<file path="src/rtl/branch_resolution_unit_pkg.sv">
// Shared types and constants for the decode-stage branch resolver.
// Flag vectors are packed {Z,V,N}, so Z is the MSB.
package branch_pkg;

   typedef enum logic [2:0] {
      NEQ    = 3'd0,
      EQ     = 3'd1,
      GT     = 3'd2,
      LT     = 3'd3,
      GTE    = 3'd4,
      LTE    = 3'd5,
      OVFL   = 3'd6,
      UNCOND = 3'd7
   } cond_e;

   typedef enum logic [1:0] {
      IDLE     = 2'd0,
      WAIT_OPS = 2'd1,
      HELD     = 2'd2
   } br_state_e;

   localparam int unsigned FLAG_Z = 2;
   localparam int unsigned FLAG_V = 1;
   localparam int unsigned FLAG_N = 0;

   // imm9 counts words: sign-extend, then scale to bytes; wraps modulo 2^16.
   function automatic logic [15:0] b_target(input logic [15:0] pc_next,
                                            input logic [8:0]  imm9);
      return pc_next + {{6{imm9[8]}}, imm9, 1'b0};
   endfunction

endpackage

</file>
<file path="src/rtl/branch_resolution_unit_if.sv">
// IF/ID-side bundle between the decode pipeline and the branch resolver.
// The slave modport is the resolver; the master modport is the pipeline/predictor side.
interface branch_resolution_unit_if #(
   parameter int unsigned CNT_W = 32
);
   logic             valid;
   logic             is_branch;
   logic             is_br_reg;
   logic [2:0]       cond;
   logic [8:0]       imm9;
   logic [15:0]      rs_data;
   logic             rs_ready;
   logic [2:0]       flags;
   logic             flags_ready;
   logic [15:0]      PC_next;
   logic [1:0]       IF_ID_prediction;
   logic [15:0]      IF_ID_predicted_target;
   logic             enable;
   logic             kill;

   logic             was_branch;
   logic             actual_taken;
   logic             branch_mispredicted;
   logic [15:0]      actual_target;
   logic             redirect_valid;
   logic [15:0]      redirect_PC;
   logic             flush_IF_ID;
   logic             stall;
   logic [CNT_W-1:0] branch_count;
   logic [CNT_W-1:0] mispredict_count;
   logic [CNT_W-1:0] stall_count;

   modport master (
      output valid, is_branch, is_br_reg, cond, imm9, rs_data, rs_ready,
             flags, flags_ready, PC_next, IF_ID_prediction,
             IF_ID_predicted_target, enable, kill,
      input  was_branch, actual_taken, branch_mispredicted, actual_target,
             redirect_valid, redirect_PC, flush_IF_ID, stall,
             branch_count, mispredict_count, stall_count
   );

   modport slave (
      input  valid, is_branch, is_br_reg, cond, imm9, rs_data, rs_ready,
             flags, flags_ready, PC_next, IF_ID_prediction,
             IF_ID_predicted_target, enable, kill,
      output was_branch, actual_taken, branch_mispredicted, actual_target,
             redirect_valid, redirect_PC, flush_IF_ID, stall,
             branch_count, mispredict_count, stall_count
   );
endinterface

</file>
<file path="src/rtl/branch_resolution_unit_cond_eval.sv">
// Combinational branch condition evaluator: ccc code against {Z,V,N}.
module branch_cond_eval
   import branch_pkg::*;
(
   input  logic [2:0] cond_i,
   input  logic [2:0] flags_i,
   output logic       taken_o
);
   logic z, v, n;

   assign z = flags_i[FLAG_Z];
   assign v = flags_i[FLAG_V];
   assign n = flags_i[FLAG_N];

   always_comb begin
      taken_o = 1'b0;
      unique case (cond_e'(cond_i))
         NEQ:     taken_o = !z;
         EQ:      taken_o = z;
         GT:      taken_o = !z && !n;
         LT:      taken_o = n;
         GTE:     taken_o = z || !n;
         LTE:     taken_o = n || z;
         OVFL:    taken_o = v;
         UNCOND:  taken_o = 1'b1;
         default: taken_o = 1'b0;
      endcase
   end
endmodule

</file>
<file path="src/rtl/branch_resolution_unit.sv">
// Decode-stage branch resolver: evaluates the IF/ID branch, drives predictor update and
// fetch redirect in the advancing cycle, and holds the outcome while the pipeline is frozen.
module branch_resolution_unit
   import branch_pkg::*;
#(
   parameter int unsigned CNT_W = 32
) (
   input  logic                     clk,
   input  logic                     rst_n,
   branch_resolution_unit_if.slave  bus
);
   logic             taken_live;
   logic [15:0]      target_live;
   logic [15:0]      redir_live;
   logic             misp_live;
   logic             ops_ready;
   logic             br_live;

   br_state_e        state_q, state_d;
   logic             held_taken_q;
   logic [15:0]      held_target_q;
   logic [15:0]      held_redir_q;
   logic             held_misp_q;
   logic [CNT_W-1:0] branch_cnt_q, misp_cnt_q, stall_cnt_q;

   logic             commit, stall_c, capture;
   logic             res_taken, res_misp;
   logic [15:0]      res_target, res_redir;

   branch_cond_eval u_cond_eval (
      .cond_i  (bus.cond),
      .flags_i (bus.flags),
      .taken_o (taken_live)
   );

   assign target_live = bus.is_br_reg ? bus.rs_data : b_target(bus.PC_next, bus.imm9);
   assign redir_live  = taken_live ? target_live : bus.PC_next;
   assign misp_live   = bus.is_branch &&
                        ((bus.IF_ID_prediction[1] != taken_live) ||
                         (bus.IF_ID_prediction[1] && taken_live &&
                          (bus.IF_ID_predicted_target != target_live)));
   // UNCOND never looks at the flags, so an outstanding flag writer cannot block it.
   assign ops_ready   = ((cond_e'(bus.cond) == UNCOND) || bus.flags_ready) &&
                        (!bus.is_br_reg || bus.rs_ready);
   assign br_live     = bus.valid && bus.is_branch && !bus.kill;

   always_comb begin
      state_d    = state_q;
      commit     = 1'b0;
      stall_c    = 1'b0;
      capture    = 1'b0;
      res_taken  = taken_live;
      res_target = target_live;
      res_misp   = misp_live;
      res_redir  = redir_live;
      unique case (state_q)
         IDLE, WAIT_OPS: begin
            if (!br_live) begin
               state_d = IDLE;
            end else if (!ops_ready) begin
               stall_c = 1'b1;
               state_d = WAIT_OPS;
            end else if (bus.enable) begin
               commit  = 1'b1;
               state_d = IDLE;
            end else begin
               capture = 1'b1;
               state_d = HELD;
            end
         end
         HELD: begin
            res_taken  = held_taken_q;
            res_target = held_target_q;
            res_misp   = held_misp_q;
            res_redir  = held_redir_q;
            if (bus.kill) begin
               state_d = IDLE;
            end else if (bus.enable) begin
               commit  = 1'b1;
               state_d = IDLE;
            end
         end
         default: state_d = IDLE;
      endcase
      // Outputs are combinational from live inputs, so reset must mask them explicitly.
      if (!rst_n) begin
         commit  = 1'b0;
         stall_c = 1'b0;
      end
   end

   always_ff @(posedge clk or negedge rst_n) begin
      if (!rst_n) begin
         state_q       <= IDLE;
         held_taken_q  <= 1'b0;
         held_target_q <= '0;
         held_redir_q  <= '0;
         held_misp_q   <= 1'b0;
         branch_cnt_q  <= '0;
         misp_cnt_q    <= '0;
         stall_cnt_q   <= '0;
      end else begin
         state_q <= state_d;
         if (capture) begin
            held_taken_q  <= taken_live;
            held_target_q <= target_live;
            held_redir_q  <= redir_live;
            held_misp_q   <= misp_live;
         end
         if (commit) begin
            branch_cnt_q <= branch_cnt_q + CNT_W'(1);
         end
         if (commit && res_misp) begin
            misp_cnt_q <= misp_cnt_q + CNT_W'(1);
         end
         if (stall_c) begin
            stall_cnt_q <= stall_cnt_q + CNT_W'(1);
         end
      end
   end

   assign bus.was_branch          = commit;
   assign bus.actual_taken        = commit && res_taken;
   assign bus.actual_target       = (commit && res_taken) ? res_target : '0;
   assign bus.branch_mispredicted = commit && res_misp;
   assign bus.redirect_valid      = commit && res_misp;
   assign bus.flush_IF_ID         = commit && res_misp;
   assign bus.redirect_PC         = (commit && res_misp) ? res_redir : '0;
   assign bus.stall               = stall_c;
   assign bus.branch_count        = branch_cnt_q;
   assign bus.mispredict_count    = misp_cnt_q;
   assign bus.stall_count         = stall_cnt_q;

endmodule
</file>
<file path="src/flat_wrapper.sv">
// flat-port wrapper written by rule: the top's interface ports become plain ports
module branch_resolution_unit_flat import branch_pkg::*;
#(
   parameter int unsigned CNT_W = 32
)
  (clk, rst_n, bus_valid, bus_is_branch, bus_is_br_reg, bus_cond, bus_imm9, bus_rs_data, bus_rs_ready, bus_flags, bus_flags_ready, bus_PC_next, bus_IF_ID_prediction, bus_IF_ID_predicted_target, bus_enable, bus_kill, bus_was_branch, bus_actual_taken, bus_branch_mispredicted, bus_actual_target, bus_redirect_valid, bus_redirect_PC, bus_flush_IF_ID, bus_stall, bus_branch_count, bus_mispredict_count, bus_stall_count);
  branch_resolution_unit_if #(.CNT_W(CNT_W)) bus_i ();
  input  logic clk;
  input  logic rst_n;
  input wire logic [$bits(bus_i.valid)-1:0] bus_valid;
  input wire logic [$bits(bus_i.is_branch)-1:0] bus_is_branch;
  input wire logic [$bits(bus_i.is_br_reg)-1:0] bus_is_br_reg;
  input wire logic [$bits(bus_i.cond)-1:0] bus_cond;
  input wire logic [$bits(bus_i.imm9)-1:0] bus_imm9;
  input wire logic [$bits(bus_i.rs_data)-1:0] bus_rs_data;
  input wire logic [$bits(bus_i.rs_ready)-1:0] bus_rs_ready;
  input wire logic [$bits(bus_i.flags)-1:0] bus_flags;
  input wire logic [$bits(bus_i.flags_ready)-1:0] bus_flags_ready;
  input wire logic [$bits(bus_i.PC_next)-1:0] bus_PC_next;
  input wire logic [$bits(bus_i.IF_ID_prediction)-1:0] bus_IF_ID_prediction;
  input wire logic [$bits(bus_i.IF_ID_predicted_target)-1:0] bus_IF_ID_predicted_target;
  input wire logic [$bits(bus_i.enable)-1:0] bus_enable;
  input wire logic [$bits(bus_i.kill)-1:0] bus_kill;
  output wire logic [$bits(bus_i.was_branch)-1:0] bus_was_branch;
  output wire logic [$bits(bus_i.actual_taken)-1:0] bus_actual_taken;
  output wire logic [$bits(bus_i.branch_mispredicted)-1:0] bus_branch_mispredicted;
  output wire logic [$bits(bus_i.actual_target)-1:0] bus_actual_target;
  output wire logic [$bits(bus_i.redirect_valid)-1:0] bus_redirect_valid;
  output wire logic [$bits(bus_i.redirect_PC)-1:0] bus_redirect_PC;
  output wire logic [$bits(bus_i.flush_IF_ID)-1:0] bus_flush_IF_ID;
  output wire logic [$bits(bus_i.stall)-1:0] bus_stall;
  output wire logic [$bits(bus_i.branch_count)-1:0] bus_branch_count;
  output wire logic [$bits(bus_i.mispredict_count)-1:0] bus_mispredict_count;
  output wire logic [$bits(bus_i.stall_count)-1:0] bus_stall_count;
  assign bus_i.valid = bus_valid;
  assign bus_i.is_branch = bus_is_branch;
  assign bus_i.is_br_reg = bus_is_br_reg;
  assign bus_i.cond = bus_cond;
  assign bus_i.imm9 = bus_imm9;
  assign bus_i.rs_data = bus_rs_data;
  assign bus_i.rs_ready = bus_rs_ready;
  assign bus_i.flags = bus_flags;
  assign bus_i.flags_ready = bus_flags_ready;
  assign bus_i.PC_next = bus_PC_next;
  assign bus_i.IF_ID_prediction = bus_IF_ID_prediction;
  assign bus_i.IF_ID_predicted_target = bus_IF_ID_predicted_target;
  assign bus_i.enable = bus_enable;
  assign bus_i.kill = bus_kill;
  assign bus_was_branch = bus_i.was_branch;
  assign bus_actual_taken = bus_i.actual_taken;
  assign bus_branch_mispredicted = bus_i.branch_mispredicted;
  assign bus_actual_target = bus_i.actual_target;
  assign bus_redirect_valid = bus_i.redirect_valid;
  assign bus_redirect_PC = bus_i.redirect_PC;
  assign bus_flush_IF_ID = bus_i.flush_IF_ID;
  assign bus_stall = bus_i.stall;
  assign bus_branch_count = bus_i.branch_count;
  assign bus_mispredict_count = bus_i.mispredict_count;
  assign bus_stall_count = bus_i.stall_count;
  branch_resolution_unit #(.CNT_W(CNT_W)) u_core (.clk(clk), .rst_n(rst_n), .bus(bus_i));
endmodule
</file>
<file path="config.mk">
export PLATFORM = sky130hd
export DESIGN_NAME = branch_resolution_unit_flat
export DESIGN_NICKNAME = d
export VERILOG_FILES = /design/src/rtl/branch_resolution_unit_pkg.sv /design/src/rtl/branch_resolution_unit_if.sv /design/src/rtl/branch_resolution_unit_cond_eval.sv /design/src/rtl/branch_resolution_unit.sv /design/src/flat_wrapper.sv
export SDC_FILE = /design/constraint.sdc
export NUM_CORES = 1
export LEC_CHECK = 0
export CORE_AREA = 2 2 193 100
export CTS_CLUSTER_DIAMETER = 120
export CTS_CLUSTER_SIZE = 10
export DETAILED_ROUTE_END_ITERATION = 8
export DIE_AREA = 0 0 195 102
export GPL_ROUTABILITY_DRIVEN = 0
export PLACE_DENSITY_LB_ADDON = 0.12
export SYNTH_ARGS = -nofsm -noshare
export SYNTH_HDL_FRONTEND = slang
export SYNTH_SLANG_ARGS = --single-unit
</file>
<file path="constraint.sdc">
create_clock -name clk -period 6.05 [get_ports clk]
set_input_delay 1.21 -clock clk [delete_from_list [all_inputs] [get_ports clk]]
set_output_delay 1.21 -clock clk [all_outputs]
set_load 0.02 [all_outputs]
</file>
### After elaboration in Yosys (flattened, before gate mapping)

Cells that the tools add are included.

* register bits: 132
* word-level logic and storage cells: 74

* $add $sub $neg: 4
* eq/ne operators: 12
* muxes and demuxes: 29
* reductions and logical operators: 21

Operators with widths (number)
* 32-bit by 1-bit adder with 32-bit output (second input constant): 3
* 16-bit two-way mux: 6
* 16-bit adder: 1
* 16-bit inequality test: 1
* 1-bit two-way mux: 15
* 3-bit equality test (second input constant): 4
* 2-bit two-way mux: 5
* 1-bit logical AND: 9
* 1-bit case mux with 8 select lines: 1
* 3-bit by 2-bit equality test with 1-bit output (second input constant): 2
* 1-bit logical OR: 5
* 1-bit logical NOT: 4
* 2-bit case mux with 2 select lines: 1
* 3-bit by 1-bit equality test with 1-bit output (second input constant): 1
* 3-bit logical NOT: 1
* 3-bit inequality test (second input constant): 1
* 2-bit by 1-bit equality test with 1-bit output (second input constant): 1
* 2-bit equality test (second input constant): 1
* 2-bit logical NOT: 1
* 1-bit case mux with 2 select lines: 1
* 2-bit OR reduction: 1
* 1-bit inequality test: 1

### Logic depth before layout (Yosys ltp)

Gate-level depths: netlist (run 1).

* depth after elaboration: 10
* mapped depth: 13
* gate-level depth less buffers: 11

### By module

A second synthesis (run 1) with hierarchy kept.

* cells, all modules: 880
* area, all modules: 7893.8 µm²

By module, submodules not included
* branch_resolution_unit: times used 1, cells an instance 869, area an instance 7817.5 µm², sequential area each 3303.2 µm²
* branch_cond_eval: times used 1, cells an instance 11, area an instance 76.3 µm², sequential area each 0.0 µm²

### Worst setup path before layout (run 1)

Ideal clock, no wire load.

* path type: input port to output port
* start point: in bus_PC_next[1]
* end point: out bus_redirect_PC[0]
* arrival: 4413 ps
* setup slack: 427 ps
* cell stages on the path: 12
* cells stage by stage: ha_1 fa_1 a211oi_1 o211ai_1 a21o_1 a31oi_1 xor2_1 o2111ai_2 o31ai_4 and2_1 buf_2 a2111oi_0

* word-level cells in the longest chain between the ends: 9

RTL lines
* start, declared: RTL line flat_wrapper.sv:19 `input wire logic [$bits(bus_i.PC_next)-1:0] bus_PC_next;`
* 16-bit adder: RTL line branch_resolution_unit_pkg.sv:29 `return pc_next + {{6{imm9[8]}}, imm9, 1'b0};`
* 16-bit two-way mux: RTL line branch_resolution_unit.sv:36 `assign target_live = bus.is_br_reg ? bus.rs_data : b_target(bus.PC_next, bus.imm9);`
* 16-bit inequality test: RTL line branch_resolution_unit.sv:41 `(bus.IF_ID_predicted_target != target_live)));`
* 1-bit logical AND: RTL line branch_resolution_unit.sv:40 `(bus.IF_ID_prediction[1] && taken_live &&`
* 1-bit logical OR: RTL line branch_resolution_unit.sv:39 `((bus.IF_ID_prediction[1] != taken_live) ||`
* 1-bit logical AND: RTL line branch_resolution_unit.sv:38 `assign misp_live = bus.is_branch &&`
* 1-bit two-way mux: RTL line branch_resolution_unit.sv:56 `unique case (state_q)`
* 1-bit logical AND: RTL line branch_resolution_unit.sv:128 `assign bus.redirect_PC = (commit && res_misp) ? res_redir : '0;`
* 16-bit two-way mux: RTL line branch_resolution_unit.sv:128
* end, declared: RTL line flat_wrapper.sv:29 `output wire logic [$bits(bus_i.redirect_PC)-1:0] bus_redirect_PC;`

No other way between the ends.

### Worst setup path in the final report (run 1)

* start point: in bus_PC_next[1]
* end point: out bus_flush_IF_ID

* word-level cells in the longest chain between the ends: 8

RTL lines
* 16-bit adder: RTL line branch_resolution_unit_pkg.sv:29
* 16-bit two-way mux: RTL line branch_resolution_unit.sv:36
* 16-bit inequality test: RTL line branch_resolution_unit.sv:41
* 1-bit logical AND: RTL line branch_resolution_unit.sv:40
* 1-bit logical OR: RTL line branch_resolution_unit.sv:39
* 1-bit logical AND: RTL line branch_resolution_unit.sv:38
* 1-bit two-way mux: RTL line branch_resolution_unit.sv:56
* 1-bit logical AND: RTL line branch_resolution_unit.sv:127 `assign bus.flush_IF_ID = commit && res_misp;`
* end, declared: RTL line flat_wrapper.sv:30 `output wire logic [$bits(bus_i.flush_IF_ID)-1:0] bus_flush_IF_ID;`

No other way between the ends.

==> metrics.csv, run 1 <==
stage,metric,value,unit
run_status,status,"complete, no violations",
min_path,hold_path_end,u_core.bus.stall_count[31],
die,row_count,35,
critical_path,critPathLaunchType,primary input,
drt,drt_first_iter_violations,362,
cts,insertion_delay,0.41,ns
drt,drt_pass1_iterations,5,
min_path,hold_class,reg -> reg,
die,initial_core_util,44.4,%
logic_synthesis,yosysTopAreaCell,dfrtp_1,
pwr,powerDensity,229,nW/um^2
logic_synthesis,syn-cell-area,8060,um^2
logic_synthesis,synth_simple_gate_area_share,20.7,%
die,die_h,102,um
logic_synthesis,syn_avg_cell_area,9.20,um^2
sta,worst_pin_slew,1.16,ns
grt,antenna_found_initial,0,
pwr,leakagePower,5.27,nW
cts,cts_tree,built,
min_path,min_from,u_core.bus.stall_count[31],
logic_synthesis,syn_inst,876,
grt,grt_usage,23.5,%
die,die_w,195,um
logic_synthesis,async_flop_share,100,%
cts,cts.path.max_buffers,2,
placement,port-buffer-count,206,
drt,via_count,7508,
grt,overflow,0,
pwr,vdd_drop_max,0.000169,V
drt,ant_nets,0,
drt,drt-total-wl,23.2,mm
logic_synthesis,synth_cell_type_count,61,
logic_synthesis,yosys.area_share.xor_xnor,12.5,%
logic_synthesis,yosys-top-cells-area,"dfrtp_1 (41%), xor2_1 (6.6%), nand2_1 (5.9%)",
logic_synthesis,synth_top_family_by_area,simple AND/OR/NAND/NOR gates,
cts,clkTransAtPathRegs,0.06,ns
logic_synthesis,synthMostInstantiatedCell,dfrtp_1,
sta,timing.final.crit_share,98.3,%
placement,dpl.hpwl,17.6,mm
critical_path,end_kind,output pin,
critical_path,worstReg2RegStart,u_core.state_q[0],
min_path,hold_depth,1,
logic_synthesis,yosysSeqAreaShare,41.0,%
critical_path,crit_type,in -> out,
cells_and_area,nFillCells,1563,
logic_synthesis,synth_nets,969,
sta,max_freq,168,MHz
sta,relSlewSlack,22.2,%
critical_path,r2r-end,u_core.bus.branch_count[30],
drt,vias_per_cell,5.42,
die,boundaryPins,208,
critical_path,cp.required,4.84,ns
flow_run,max_cap_viol_count,0,
cells_and_area,stdcell_count,1384,
logic_synthesis,yosys-top-cells-count,"dfrtp_1 (132), nand2_1 (126), nor2_1 (61), xor2_1 (61), xnor2_1 (54)",
logic_synthesis,synth_fa_ha_area_share,3.04,%
critical_path,cp_data_arrival_time,4.74,ns
grt,grt_start_max_net_pins,67,
sta,setup_violations,0,
logic_synthesis,ys_ff_latch,132,
logic_synthesis,synth_warnings,0,
critical_path,path_max_fanout,4,
drt,drc,0,
die,coreArea,18100,um^2
sta,finalMaxSlewViolations,0,
placement,preCtsSetupSlack,-0.491,ns
critical_path,rr_worst_depth,11,
cts,h-tree-depth,4,
sta,setup_ws,0.102,ns
die,dieArea,19900,um^2
grt,grt_pass1_wl,37.1,mm
logic_synthesis,synth_edf_count,0,
cells_and_area,final_nets,1225,
sta,skew,0.0156,ns
logic_synthesis,synth.area.mux_share,3.98,%
drt,avgRoutedWirePerCell,16.7,um
cts,cts_hold_buf,0,
logic_synthesis,synth_compound_area_share,15.5,%
grt,grt_pass1_vias,7187,
cts,cts-root-buf,clkbuf_16,
cells_and_area,drive_gt1_share,14.4,%
critical_path,worst-r2r-setup-slack,2.64,ns
cells_and_area,diodes,0,
placement,dp.cells,1350,
cells_and_area,syn2layout_area_growth,41.2,%
cts,clkSinkCount,132,
logic_synthesis,synth_ff_type,dfrtp_1,
cts,cts-buffers-inserted,17,
sta,fin_crit,5.95,ns
sta,rsz0062_at_grt,true,
logic_synthesis,synth_top_cell_area_share,41.0,%
sta,final-hold-violation-count,0,
[registers in the layout, summed over array words and instances (netlist names)]
signal,cells
u_core.bus.branch_count,32
u_core.bus.mispredict_count,32
u_core.bus.stall_count,32
u_core.held_misp_q,1
u_core.held_redir_q,16
u_core.held_taken_q,1
u_core.held_target_q,16
u_core.state_q,2
[worst max path at each step]
stage	from	endpoint
floorplan	bus_PC_next[1]	bus_redirect_PC[0]
global placement	bus_PC_next[1]	bus_redirect_PC[13]
detailed placement	bus_PC_next[1]	bus_redirect_PC[13]
CTS	bus_PC_next[1]	bus_redirect_PC[13]
global route	bus_PC_next[1]	bus_redirect_valid
finish	bus_PC_next[1]	bus_flush_IF_ID
[kinds of logic (layout without fill, tap and decap cells)]
kind of cell    after synthesis  count (layout)
compound gates              169             169
xor+xnor                    115             115
fa+ha+maj                    19              19
buf+inv                      62             330
flops                       132             132
mux                          31              31
simple gates                348             348
[layer usage]
metal	up-vias	wire length, um	global-route usage [%]
met5	-	0	0
met4	0	345	6.11
met3	16	999	4.06
met2	206	10900	39.8
met1	3646	10900	31.6
li1	3640	-	-
[power breakdown]
group,switching (W),total [W],internal [W],leakage [nW]
sequential,0.0000545,0.00102,0.000963,1.79
combinational,0.000288,0.000544,0.000257,3.21
clock,0.000419,0.00104,0.000620,0.283
total,0.000761,0.00260,0.00184,5.27
[worst max-delay path, stage by stage]
cell	delay, ns
clkdlybuf4s50_1	0.43
ha_1	0.24
fa_2	0.37
a211oi_2	0.26
o21a_2	0.20
xor2_1	0.10
a211o_1	0.30
a222oi_1	0.33
nand4b_1	0.27
o31ai_4	0.29
buf_4	0.14
buf_4	0.10
a21oi_1	0.12
dlygate4sd2_1	0.37
[cell usage in the layout, fill, tap and decap left out, types with 7 or more instances in the layout]
master	n
a2111oi_2	16
a211oi_1	18
a21o_1	9
a21oi_1	45
and3_1	26
and4_1	9
buf_4	77
clkbuf_16	17
clkbuf_2	11
clkdlybuf4s50_1	186
dfrtp_1	132
ha_1	18
inv_1	13
mux2_2	7
mux2i_1	23
nand2_1	126
nand3_1	41
nand4_1	22
nor2_1	61
nor2b_1	10
nor3_1	25
o211ai_1	7
o21ai_0	31
xnor2_1	54
xor2_1	61
[cell type report]
| cell class | instances | area [um^2] | share of cell area [%] |
|---|---|---|---|
| Sequential cell | 132 | 3300 | 29.0 |
| Clock inverter | 14 | 169 | 1.48 |
| Multi-Input combinational cell | 682 | 4540 | 39.9 |
| Timing Repair Buffer | 284 | 2580 | 22.7 |
| Inverter | 15 | 56.3 | 0.495 |
| Clock buffer | 17 | 425 | 3.74 |
| Tap cell | 240 | 300 | 2.64 |
[per-stage QoR]
step	TNS (ns)	total power, W	util (%)	hold WS, ns	area (um^2)
6_report	0	0.00260	62.7	0.465	11400
5_1_grt	-0.268	0.00273	62.7	0.477	11400
4_1_cts	0	0.00263	63.0	0.469	11400
3_5_place_dp	-6.70	0.00157	59.6	0.457	10800
3_3_place_gp	-5.41	0.00155	59.6	0.455	10800
2_1_floorplan	0	0.00131	-	0.445	8060
[repair_timing]
action | in CTS | in global routing
setup endpoints to repair | 19 | 20
pin swaps | 2 | 4
buffers inserted | 1 | 2
endpoints found under the hold margin | 0 | 0
resized for setup | 38 | 43
No activity file was read; power rests on OpenSTA's default activity.
==> inputs of run 2 (changes only) <==
--- a/config.mk
+++ b/config.mk
@@ -7,7 +7,6 @@
 export LEC_CHECK = 0
 export CORE_AREA = 2 2 193 100
 export CTS_CLUSTER_DIAMETER = 120
-export CTS_CLUSTER_SIZE = 10
 export DETAILED_ROUTE_END_ITERATION = 8
 export DIE_AREA = 0 0 195 102
 export GPL_ROUTABILITY_DRIVEN = 0
==> results of run 2 <==
The final DEF is identical to that of run 1; final timing and power are the same.
